**config.mk**
```make
export PLATFORM = sky130hd
export DESIGN_NAME = issue_ctrl
export DESIGN_NICKNAME = d
export VERILOG_FILES = /design/src/rtl/issue_ctrl.sv
export SDC_FILE = /design/constraint.sdc
export NUM_CORES = 1
export LEC_CHECK = 0
export BUFFER_PORTS_ARGS = -buffer_cell sky130_fd_sc_hd__buf_4
export CAP_MARGIN = 20
export CORE_MARGIN = 2
export CORE_UTILIZATION = 51
export CTS_CLUSTER_DIAMETER = 80
export CTS_CLUSTER_SIZE = 16
export DETAILED_ROUTE_END_ITERATION = 7
export PLACE_DENSITY = 0.8
export SYNTH_ARGS = -nofsm -noshare
export SYNTH_HDL_FRONTEND = slang
export SYNTH_SLANG_ARGS = --single-unit
```
**constraint.sdc**
```tcl
create_clock -name clk -period 4.05 [get_ports clk]
set_input_delay 0.81 -clock clk [delete_from_list [all_inputs] [get_ports clk]]
set_output_delay 0.81 -clock clk [all_outputs]
set_load 0.02 [all_outputs]
```
**src/rtl/issue_ctrl.sv**
```systemverilog
// -----------------------------------------------------------------------------
// issue_ctrl
//
// Purpose: single-entry issue stage between decode and the execution units
// (ALU / BJU / LSU). One issue register (IR) buffers a decoded instruction. It
// issues to the unit selected by its one-hot unit-select field once no
// scoreboard hazard is present. A 32-entry scoreboard tracks destination
// registers that have issued but not yet written back. Illegal instructions
// raise a one-cycle trap pulse and hold decode off until acknowledged.
//
// Ports:
//   clk, rst_n              clock (rising edge), async active-low reset
//   i_dec_valid/o_dec_ready decode handshake
//   i_opb, i_usele          operation bus, unit select (ALU/BJU/LSU one-hot)
//   i_rs1_ren, i_rs2_ren    source read enables
//   i_rs1/rs2/rd_idx        register indices
//   i_im, i_pc, i_ilgl      immediate, pc, illegal-instruction flag
//   o_iss_valid, o_iss_*    issue-side request and IR contents
//   i_alu/bju/lsu_ready     per-unit ready (only the selected one matters)
//   i_wb_valid, i_wb_rd_idx writeback retiring a pending rd
//   i_flush                 redirect kill (empties IR, leaves scoreboard)
//   o_trap, i_trap_ack      illegal-instruction pulse and acknowledge
//   o_busy                  IR occupied or trap pending
// -----------------------------------------------------------------------------

`ifndef CIRNO_DEC_OPB_SIZE
`define CIRNO_DEC_OPB_SIZE 6
`endif
`ifndef CIRNO_DEC_USELE
`define CIRNO_DEC_USELE 3
`endif
// unit-select bit positions
`ifndef CIRNO_DEC_ALU
`define CIRNO_DEC_ALU 0
`endif
`ifndef CIRNO_DEC_BJU
`define CIRNO_DEC_BJU 1
`endif
`ifndef CIRNO_DEC_LSU
`define CIRNO_DEC_LSU 2
`endif
// operation-bus bit positions (meaning depends on the selected unit)
`ifndef CIRNO_DEC_LSU_SB
`define CIRNO_DEC_LSU_SB 0
`endif
`ifndef CIRNO_DEC_LSU_SH
`define CIRNO_DEC_LSU_SH 1
`endif
`ifndef CIRNO_DEC_LSU_SW
`define CIRNO_DEC_LSU_SW 2
`endif
`ifndef CIRNO_DEC_BJU_JAL
`define CIRNO_DEC_BJU_JAL 3
`endif
`ifndef CIRNO_DEC_BJU_JALR
`define CIRNO_DEC_BJU_JALR 4
`endif
`ifndef CIRNO_DEC_BJU_AUIP
`define CIRNO_DEC_BJU_AUIP 5
`endif

// State table
//   state    | meaning
//   ST_RUN   | IR empty, or IR issuing this cycle
//   ST_STALL | IR full and not issuing (hazard or unit not ready)
//   ST_TRAP  | illegal instruction seen, waiting for i_trap_ack / i_flush
module issue_ctrl #(
    parameter int OPB_W  = `CIRNO_DEC_OPB_SIZE,
    parameter int SELE_W = `CIRNO_DEC_USELE
) (
    input  logic              clk,
    input  logic              rst_n,
    // decode side
    input  logic              i_dec_valid,
    output logic              o_dec_ready,
    input  logic [OPB_W-1:0]  i_opb,
    input  logic [SELE_W-1:0] i_usele,
    input  logic              i_rs1_ren,
    input  logic              i_rs2_ren,
    input  logic [4:0]        i_rs1_idx,
    input  logic [4:0]        i_rs2_idx,
    input  logic [4:0]        i_rd_idx,
    input  logic [31:0]       i_im,
    input  logic [31:0]       i_pc,
    input  logic              i_ilgl,
    // issue side
    output logic              o_iss_valid,
    output logic [SELE_W-1:0] o_iss_sele,
    output logic [OPB_W-1:0]  o_iss_opb,
    output logic [4:0]        o_iss_rs1_idx,
    output logic [4:0]        o_iss_rs2_idx,
    output logic [4:0]        o_iss_rd_idx,
    output logic [31:0]       o_iss_im,
    output logic [31:0]       o_iss_pc,
    input  logic              i_alu_ready,
    input  logic              i_bju_ready,
    input  logic              i_lsu_ready,
    // control
    input  logic              i_wb_valid,
    input  logic [4:0]        i_wb_rd_idx,
    input  logic              i_flush,
    output logic              o_trap,
    input  logic              i_trap_ack,
    output logic              o_busy
);

    typedef enum logic [1:0] {
        ST_RUN   = 2'd0,
        ST_STALL = 2'd1,
        ST_TRAP  = 2'd2
    } state_t;

    state_t state;
    state_t state_nxt;

    // issue register
    logic              ir_vld;
    logic              ir_ilgl;
    logic              ir_rs1_ren;
    logic              ir_rs2_ren;
    logic [OPB_W-1:0]  ir_opb;
    logic [SELE_W-1:0] ir_usele;
    logic [4:0]        ir_rs1;
    logic [4:0]        ir_rs2;
    logic [4:0]        ir_rd;
    logic [31:0]       ir_im;
    logic [31:0]       ir_pc;

    logic [31:0]       sb;
    logic [31:0]       sb_nxt;
    logic [31:0]       sb_set;
    logic [31:0]       sb_clr;
    logic              trap_q;

    logic              in_trap;
    logic              sel_ready;
    logic              rd_wen;
    logic              hazard;
    logic              iss_valid;
    logic              fire;
    logic              discard;
    logic              take_trap;
    logic              dec_ready;
    logic              capture;

    always_comb begin
        in_trap   = (state == ST_TRAP);
        sel_ready = (ir_usele[`CIRNO_DEC_ALU] & i_alu_ready)
                  | (ir_usele[`CIRNO_DEC_BJU] & i_bju_ready)
                  | (ir_usele[`CIRNO_DEC_LSU] & i_lsu_ready);

        rd_wen = ir_usele[`CIRNO_DEC_ALU]
               | (ir_usele[`CIRNO_DEC_LSU]
                  & ~(ir_opb[`CIRNO_DEC_LSU_SB] | ir_opb[`CIRNO_DEC_LSU_SH]
                      | ir_opb[`CIRNO_DEC_LSU_SW]))
               | (ir_usele[`CIRNO_DEC_BJU]
                  & (ir_opb[`CIRNO_DEC_BJU_JAL] | ir_opb[`CIRNO_DEC_BJU_JALR]
                     | ir_opb[`CIRNO_DEC_BJU_AUIP]));

        // Registered scoreboard only: a writeback clears the bit at the edge,
        // so the dependent instruction issues the cycle after.
        hazard = (ir_rs1_ren & sb[ir_rs1])
               | (ir_rs2_ren & sb[ir_rs2])
               | (rd_wen & sb[ir_rd]);

        // An entry with no unit selected is never presented as valid.
        iss_valid = ir_vld & ~ir_ilgl & ~hazard & ~in_trap & ~i_flush & (|ir_usele);
        fire      = iss_valid & sel_ready;
        discard   = ir_vld & ~ir_ilgl & ~(|ir_usele) & ~i_flush;
        take_trap = ir_vld & ir_ilgl & ~in_trap & ~i_flush;
        dec_ready = ~in_trap & ~i_flush & (~ir_vld | fire);
        capture   = i_dec_valid & dec_ready;
    end

    // FSM next state
    always_comb begin
        state_nxt = state;
        if (i_flush) begin
            state_nxt = ST_RUN;
        end else begin
            case (state)
                ST_RUN: begin
                    if (take_trap)
                        state_nxt = ST_TRAP;
                    else if (ir_vld & ~fire & ~discard)
                        state_nxt = ST_STALL;
                end
                ST_STALL: begin
                    if (take_trap)
                        state_nxt = ST_TRAP;
                    else if ((fire & ~capture) | discard)
                        state_nxt = ST_RUN;
                end
                ST_TRAP: begin
                    if (i_trap_ack)
                        state_nxt = ST_RUN;
                end
                default: state_nxt = ST_RUN;
            endcase
        end
    end

    always_ff @(posedge clk or negedge rst_n) begin
        if (!rst_n) begin
            state  <= ST_RUN;
            trap_q <= 1'b0;
        end else begin
            state  <= state_nxt;
            trap_q <= take_trap;
        end
    end

    // issue register
    always_ff @(posedge clk or negedge rst_n) begin
        if (!rst_n) begin
            ir_vld     <= 1'b0;
            ir_ilgl    <= 1'b0;
            ir_rs1_ren <= 1'b0;
            ir_rs2_ren <= 1'b0;
            ir_opb     <= '0;
            ir_usele   <= '0;
            ir_rs1     <= '0;
            ir_rs2     <= '0;
            ir_rd      <= '0;
            ir_im      <= '0;
            ir_pc      <= '0;
        end else if (i_flush) begin
            ir_vld <= 1'b0;
        end else if (capture) begin
            ir_vld     <= 1'b1;
            ir_ilgl    <= i_ilgl;
            ir_rs1_ren <= i_rs1_ren;
            ir_rs2_ren <= i_rs2_ren;
            ir_opb     <= i_opb;
            ir_usele   <= i_usele;
            ir_rs1     <= i_rs1_idx;
            ir_rs2     <= i_rs2_idx;
            ir_rd      <= i_rd_idx;
            ir_im      <= i_im;
            ir_pc      <= i_pc;
        end else if (fire | discard | take_trap) begin
            ir_vld <= 1'b0;
        end
    end

    // scoreboard: set is applied after clear so a same-index collision sets
    always_comb begin
        sb_set = '0;
        sb_clr = '0;
        if (fire && rd_wen && (ir_rd != 5'd0))
            sb_set = 32'd1 << ir_rd;
        if (i_wb_valid && (i_wb_rd_idx != 5'd0))
            sb_clr = 32'd1 << i_wb_rd_idx;
        sb_nxt    = (sb & ~sb_clr) | sb_set;
        sb_nxt[0] = 1'b0;
    end

    always_ff @(posedge clk or negedge rst_n) begin
        if (!rst_n)
            sb <= '0;
        else
            sb <= sb_nxt;
    end

    assign o_dec_ready   = dec_ready;
    assign o_iss_valid   = iss_valid;
    assign o_iss_sele    = ir_usele;
    assign o_iss_opb     = ir_opb;
    assign o_iss_rs1_idx = ir_rs1;
    assign o_iss_rs2_idx = ir_rs2;
    assign o_iss_rd_idx  = ir_rd;
    assign o_iss_im      = ir_im;
    assign o_iss_pc      = ir_pc;
    assign o_trap        = trap_q;
    assign o_busy        = ir_vld | in_trap;

endmodule

```
After elaboration in Yosys (flattened, before gate mapping)
Index checks and enable logic that the tools add are counted.
Word-level totals
  bits in registers: 126
  bits of input ports: 105
Cells by class
  muxes and demuxes: 18
  order comparisons: 3
  bitwise gates (word level): 53
  eq/ne operators: 5
  reduce and logical (&&, ||, !) cells: 10
  shift operators: 2
Operators with widths (number)
  32-bit two-way mux: 2
  1-bit by 5-bit left shift with 32-bit output (first input constant): 2
  32-bit AND: 1
  32-bit inverter: 1
  32-bit bitwise OR: 1
  1-bit AND: 25
  5-bit by 6-bit < comparator with 1-bit output (second input constant): 3
  1-bit binary-select mux with 5-bit select: 3
  1-bit bitwise OR: 15
  2-bit two-way mux: 6
  1-bit inverter: 10
  5-bit nonzero test: 2
  4-bit != test (second input constant): 2
  1-bit two-way mux: 6
  2-bit case mux with 3 select lines: 1
  1-bit logical AND: 3
  3-bit != test (second input constant): 1
  3-bit AND reduction: 1
  3-bit nonzero test: 1
  3-bit OR reduction: 1
  2-bit by 1-bit == test with 1-bit output (second input constant): 1
  2-bit == test (second input constant): 1
  2-bit logical NOT: 1
  2-bit AND reduction: 1

Longest topological paths before layout
  depth in word-level cells: 24
  mapped depth: 11
  depth with buffers taken out: 7

Worst setup path before layout
No wires, ideal clock.
  path kind: register to output
  from: register ir_rs1[0] (netlist: o_iss_rs1_idx[0])
  to: output port o_dec_ready
  buffers on the path: 1
  cell stages (with the launch flop): 8
  setup slack: 0.649 ns
  arrival time: 2.591 ns
  path through: dfrtp_1 clkbuf_1 mux4_2 mux2i_1 a22oi_1 and4_1 o31a_2 nor3_1
On the way
  longest elaborated chain between the ends: 13
Ends and longest elaborated chain
  start: declaration: line 123  | logic [4:0] ir_rs1;
  start signal: assignment: line 236  | ir_rs1 <= i_rs1_idx;
  1-bit binary-select mux with 5-bit select: line 162  | hazard = (ir_rs1_ren & sb[ir_rs1])
  1-bit two-way mux (implied by the code): line 162
  1-bit AND: line 162
  1-bit bitwise OR: line 163  | | (ir_rs2_ren & sb[ir_rs2])
  1-bit bitwise OR: line 164  | | (rd_wen & sb[ir_rd]);
  1-bit inverter: line 167  | iss_valid = ir_vld & ~ir_ilgl & ~hazard & ~in_trap & ~i_flush & (|ir_usele);
  1-bit AND (4 in a row): line 167
  1-bit AND: line 168  | fire = iss_valid & sel_ready;
  1-bit bitwise OR: line 171  | dec_ready = ~in_trap & ~i_flush & (~ir_vld | fire);
  1-bit AND: line 171
  end: declaration: line 75  | output logic o_dec_ready,
No other way between the ends. The select of a mux whose other input is x is not followed.

Final worst setup path
  from: register ir_rd[0] (netlist: o_iss_rd_idx[0])
  to: output port o_dec_ready
On the way
  longest elaborated chain between the ends: 12
Ends and longest elaborated chain
  start: declaration: line 125  | logic [4:0] ir_rd;
  start signal: assignment: line 238  | ir_rd <= i_rd_idx;
  1-bit binary-select mux with 5-bit select: line 164
  1-bit two-way mux (implied by the code): line 164
  1-bit AND: line 164
  1-bit bitwise OR: line 164
  1-bit inverter: line 167
  1-bit AND (4 in a row): line 167
  1-bit AND: line 168
  1-bit bitwise OR: line 171
  1-bit AND: line 171
No other way between the ends. The select of a mux whose other input is x is not followed.

==> impl_metrics.json <==
{
  "syn_avg_cell_area_um2": 13.17,
  "cp-end-kind": "output pin",
  "maxCapViolations": 0,
  "setup_violations": 0,
  "cellInternalPower_mw": 3.199,
  "ios": 197,
  "grt_max_degree": 68,
  "setup_ws_ns": 0.2277,
  "maxSlewViolCount": 0,
  "port_buffers": 196,
  "ctsRootBufferMaster": "clkbuf_16",
  "insertion_delay_ns": 0.42,
  "crit_fanout": 13,
  "syn_area_um2": 6032,
  "path_class": "flip-flop to output pin",
  "postRouteAntennaNets": 0,
  "ir_drop_v": 0.0004010,
  "period_needed_ns": 3.822,
  "critPathRequiredTime_ns": 3.24,
  "drc": 0,
  "hold_class": "flip-flop to flip-flop",
  "cts_sinks": 126,
  "crit_path_start_kind": "flip-flop",
  "p_sw_mw": 1.626,
  "hpwlAfterDp_mm": 12.36,
  "wl_per_cell_um": 21.11,
  "r2r_cells": 9,
  "initial_utilization": 0.5260,
  "yosys.area.top_type": "dfrtp_1",
  "grt_antenna_before_repair": 0,
  "crit_path_frequent_cell": "buf_4",
  "yosysUniqueCellTypes": 42,
  "grt_overflow_total": 0,
  "crit_chain": "buf_4 > mux4_2 > nor2b_1 > o31a_1 > o22ai_1 > o31a_2 > nor3_1 > buf_4",
  "finalNonFillerCells": 802,
  "diodes": 0,
  "slew_headroom": 0.4161,
  "place_ws_ns": 0.6637,
  "ys_seq_elements": 126,
  "numCtsBuffers": 17,
  "synth_top_cells_by_area": "dfrtp_1 52%, mux2_1 15%, mux4_2 7.1%",
  "fin_crit_sh": 0.9438,
  "postCtsHoldBufs": 0,
  "worst_slew_pin_slew_ns": 0.8758,
  "hold_ws_ns": 0.4879,
  "drtIter0Drc": 437,
  "totalWireLength_mm": 16.93,
  "cts_tree": "yes",
  "post_cts_resized": 0,
  "max_stage_delay_ns": 0.65,
  "die_w_um": 112.8,
  "dp.cells": 772,
  "async_flop_share": 1.000,
  "dieArea_um2": 12710,
  "coreArea_um2": 11470,
  "rsz0062_at_grt": "false",
  "cpMaxStageDelayCell": "dfrtp_1",
  "post_cts_buffers": 0,
  "die_y_um": 112.8,
  "yosysWarnings": 0,
  "p_leak_nw": 3.643,
  "tns_ns": 0,
  "powerDensity_nw_per_um2": 597.1,
  "clock.fmax_mhz": 261.6,
  "drtPass1Iterations": 5,
  "clkPwrFrac": 0.299,
  "grt_pass1_wl_mm": 26.25,
  "cp.arrival_ns": 3.01,
  "h-tree-depth": 4,
  "nFillCells": 784,
  "synth-edff-count": 0,
  "yosysMostFrequentCell": "dfrtp_1",
  "grt_pass1_vias": 4744,
  "sw_frac_of_total": 0.3370,
  "skew_ns": 0.01076,
  "fin_nets": 753,
  "finalHoldViolations": 0,
  "syn_inst": 458,
  "synth_common_cells": "126 x dfrtp_1, 79 x mux2_1, 38 x o21ai_0",
  "syn_to_final_growth_pct": 33.96,
  "track_usage": 0.2725,
  "via_per_inst": 5.849,
  "core.rowCount": 39,
  "cts_buffer_depth": 2,
  "yosys_most_used_dff": "dfrtp_1",
  "dr_total_vias": 4691,
  "gp_congestion": 0.9475,
  "worstHoldPathCells": 1,
  "synth-seq-area-share": 0.5227,
  "worst_setup_hold_path_clk_slew_ns": 0.05,
  "synth_top_area_share": 0.5227,
  "comb_power_share": 0.313,
  "pwr-share-seq": 0.388,
  "outcome": "finished clean",
  "drive_above_1_share": 0.4158,
  "synth_nets": 563
}
power by group through the flow:
stage	sequential [mW]	clock [mW]	combinational, mW
finish	1.87	1.44	1.51
global route	1.92	1.52	1.60
CTS	1.87	1.46	1.53
detailed placement	1.89	0	1.51
global placement	1.86	0	1.48
floorplan	2.06	0	0.629
worst paths after layout:
path | to | slack (ns) | startpoint
setup / recovery | o_dec_ready | 0.23 | o_iss_rd_idx[0]
hold / removal | o_iss_im[6] | 0.49 | o_iss_im[6]
setup reg to reg | o_iss_pc[31] | 0.74 | o_iss_rd_idx[0]
hold reg to reg | o_iss_im[6] | 0.49 | o_iss_im[6]
max in group asynchronous | o_iss_im[5] | 2.72 | rst_n
min in group asynchronous | o_iss_pc[0] | 0.52 | rst_n
stage by stage:
step             util  cell area (um2)  power (mW)
2_1_floorplan       -             6032       2.691
3_3_place_gp   0.6556             7518       3.342
4_1_cts        0.7046             8080       4.858
6_report       0.7046             8080       4.824
3_5_place_dp   0.6556             7518       3.402
5_1_grt        0.7046             8080       5.043
final cells by class:
cell class	instances	area, um2	area share
multi-input combinational	299	2638	0.3264
sequential	126	3153	0.3902
tap	143	178.9	0.02214
clock inverter	11	118.9	0.01471
timing repair buffer	202	1541	0.1908
inverter	2	7.507	0.0009291
clock buffer	19	442.9	0.05482
layout by cell type (no fill, tap or decap), drive strengths merged, types with 5 or more instances in the layout:
cell type	n
buf	202
mux2i	12
mux2	94
mux4	19
nor2	13
o31ai	24
clkbuf	19
nand3	9
or2	5
nor2b	11
nand2b	7
dfrtp	126
nor3	7
nand2	23
o21ai	38
nand3b	7
state kept, by name (all words and copies together) (netlist names), 3 cells and up:
signal and cells:
o_iss_opb 6, sb 31, o_iss_pc 32, o_iss_rs1_idx 5
o_iss_rd_idx 5, o_iss_im 32, o_iss_rs2_idx 5, o_iss_sele 3
cell families (layout without fill, tap and decap cells):
kind of cell | Yosys count | in the layout | share of synthesized area
flops | 126 | 126 | 0.5227
mux | 125 | 125 | 0.2663
simple gates | 94 | 94 | 0.08401
compound gates | 80 | 80 | 0.08691
buf+inv | 33 | 234 | 0.04003
metal layers:
metal / wire length, um / vias to the layer above / GRT usage
li1: - / 2088 / -
met1: 6364 / 2324 / 0.3326
met2: 8741 / 253 / 0.4699
met3: 1421 / 26 / 0.07552
met4: 407 / 0 / 0.09187
met5: 0 / - / 0
critical path: cells and delay by family, from the launching register on:
family / cells / cell delay [ns]
buffers and inverters: 2 / 0.44
flip-flops: 1 / 0.65
AND/OR/NAND/NOR: 2 / 0.28
AO/OA/AOI/OAI: 3 / 0.72
multiplexers: 1 / 0.50
No activity file was read; power rests on OpenSTA's default activity.
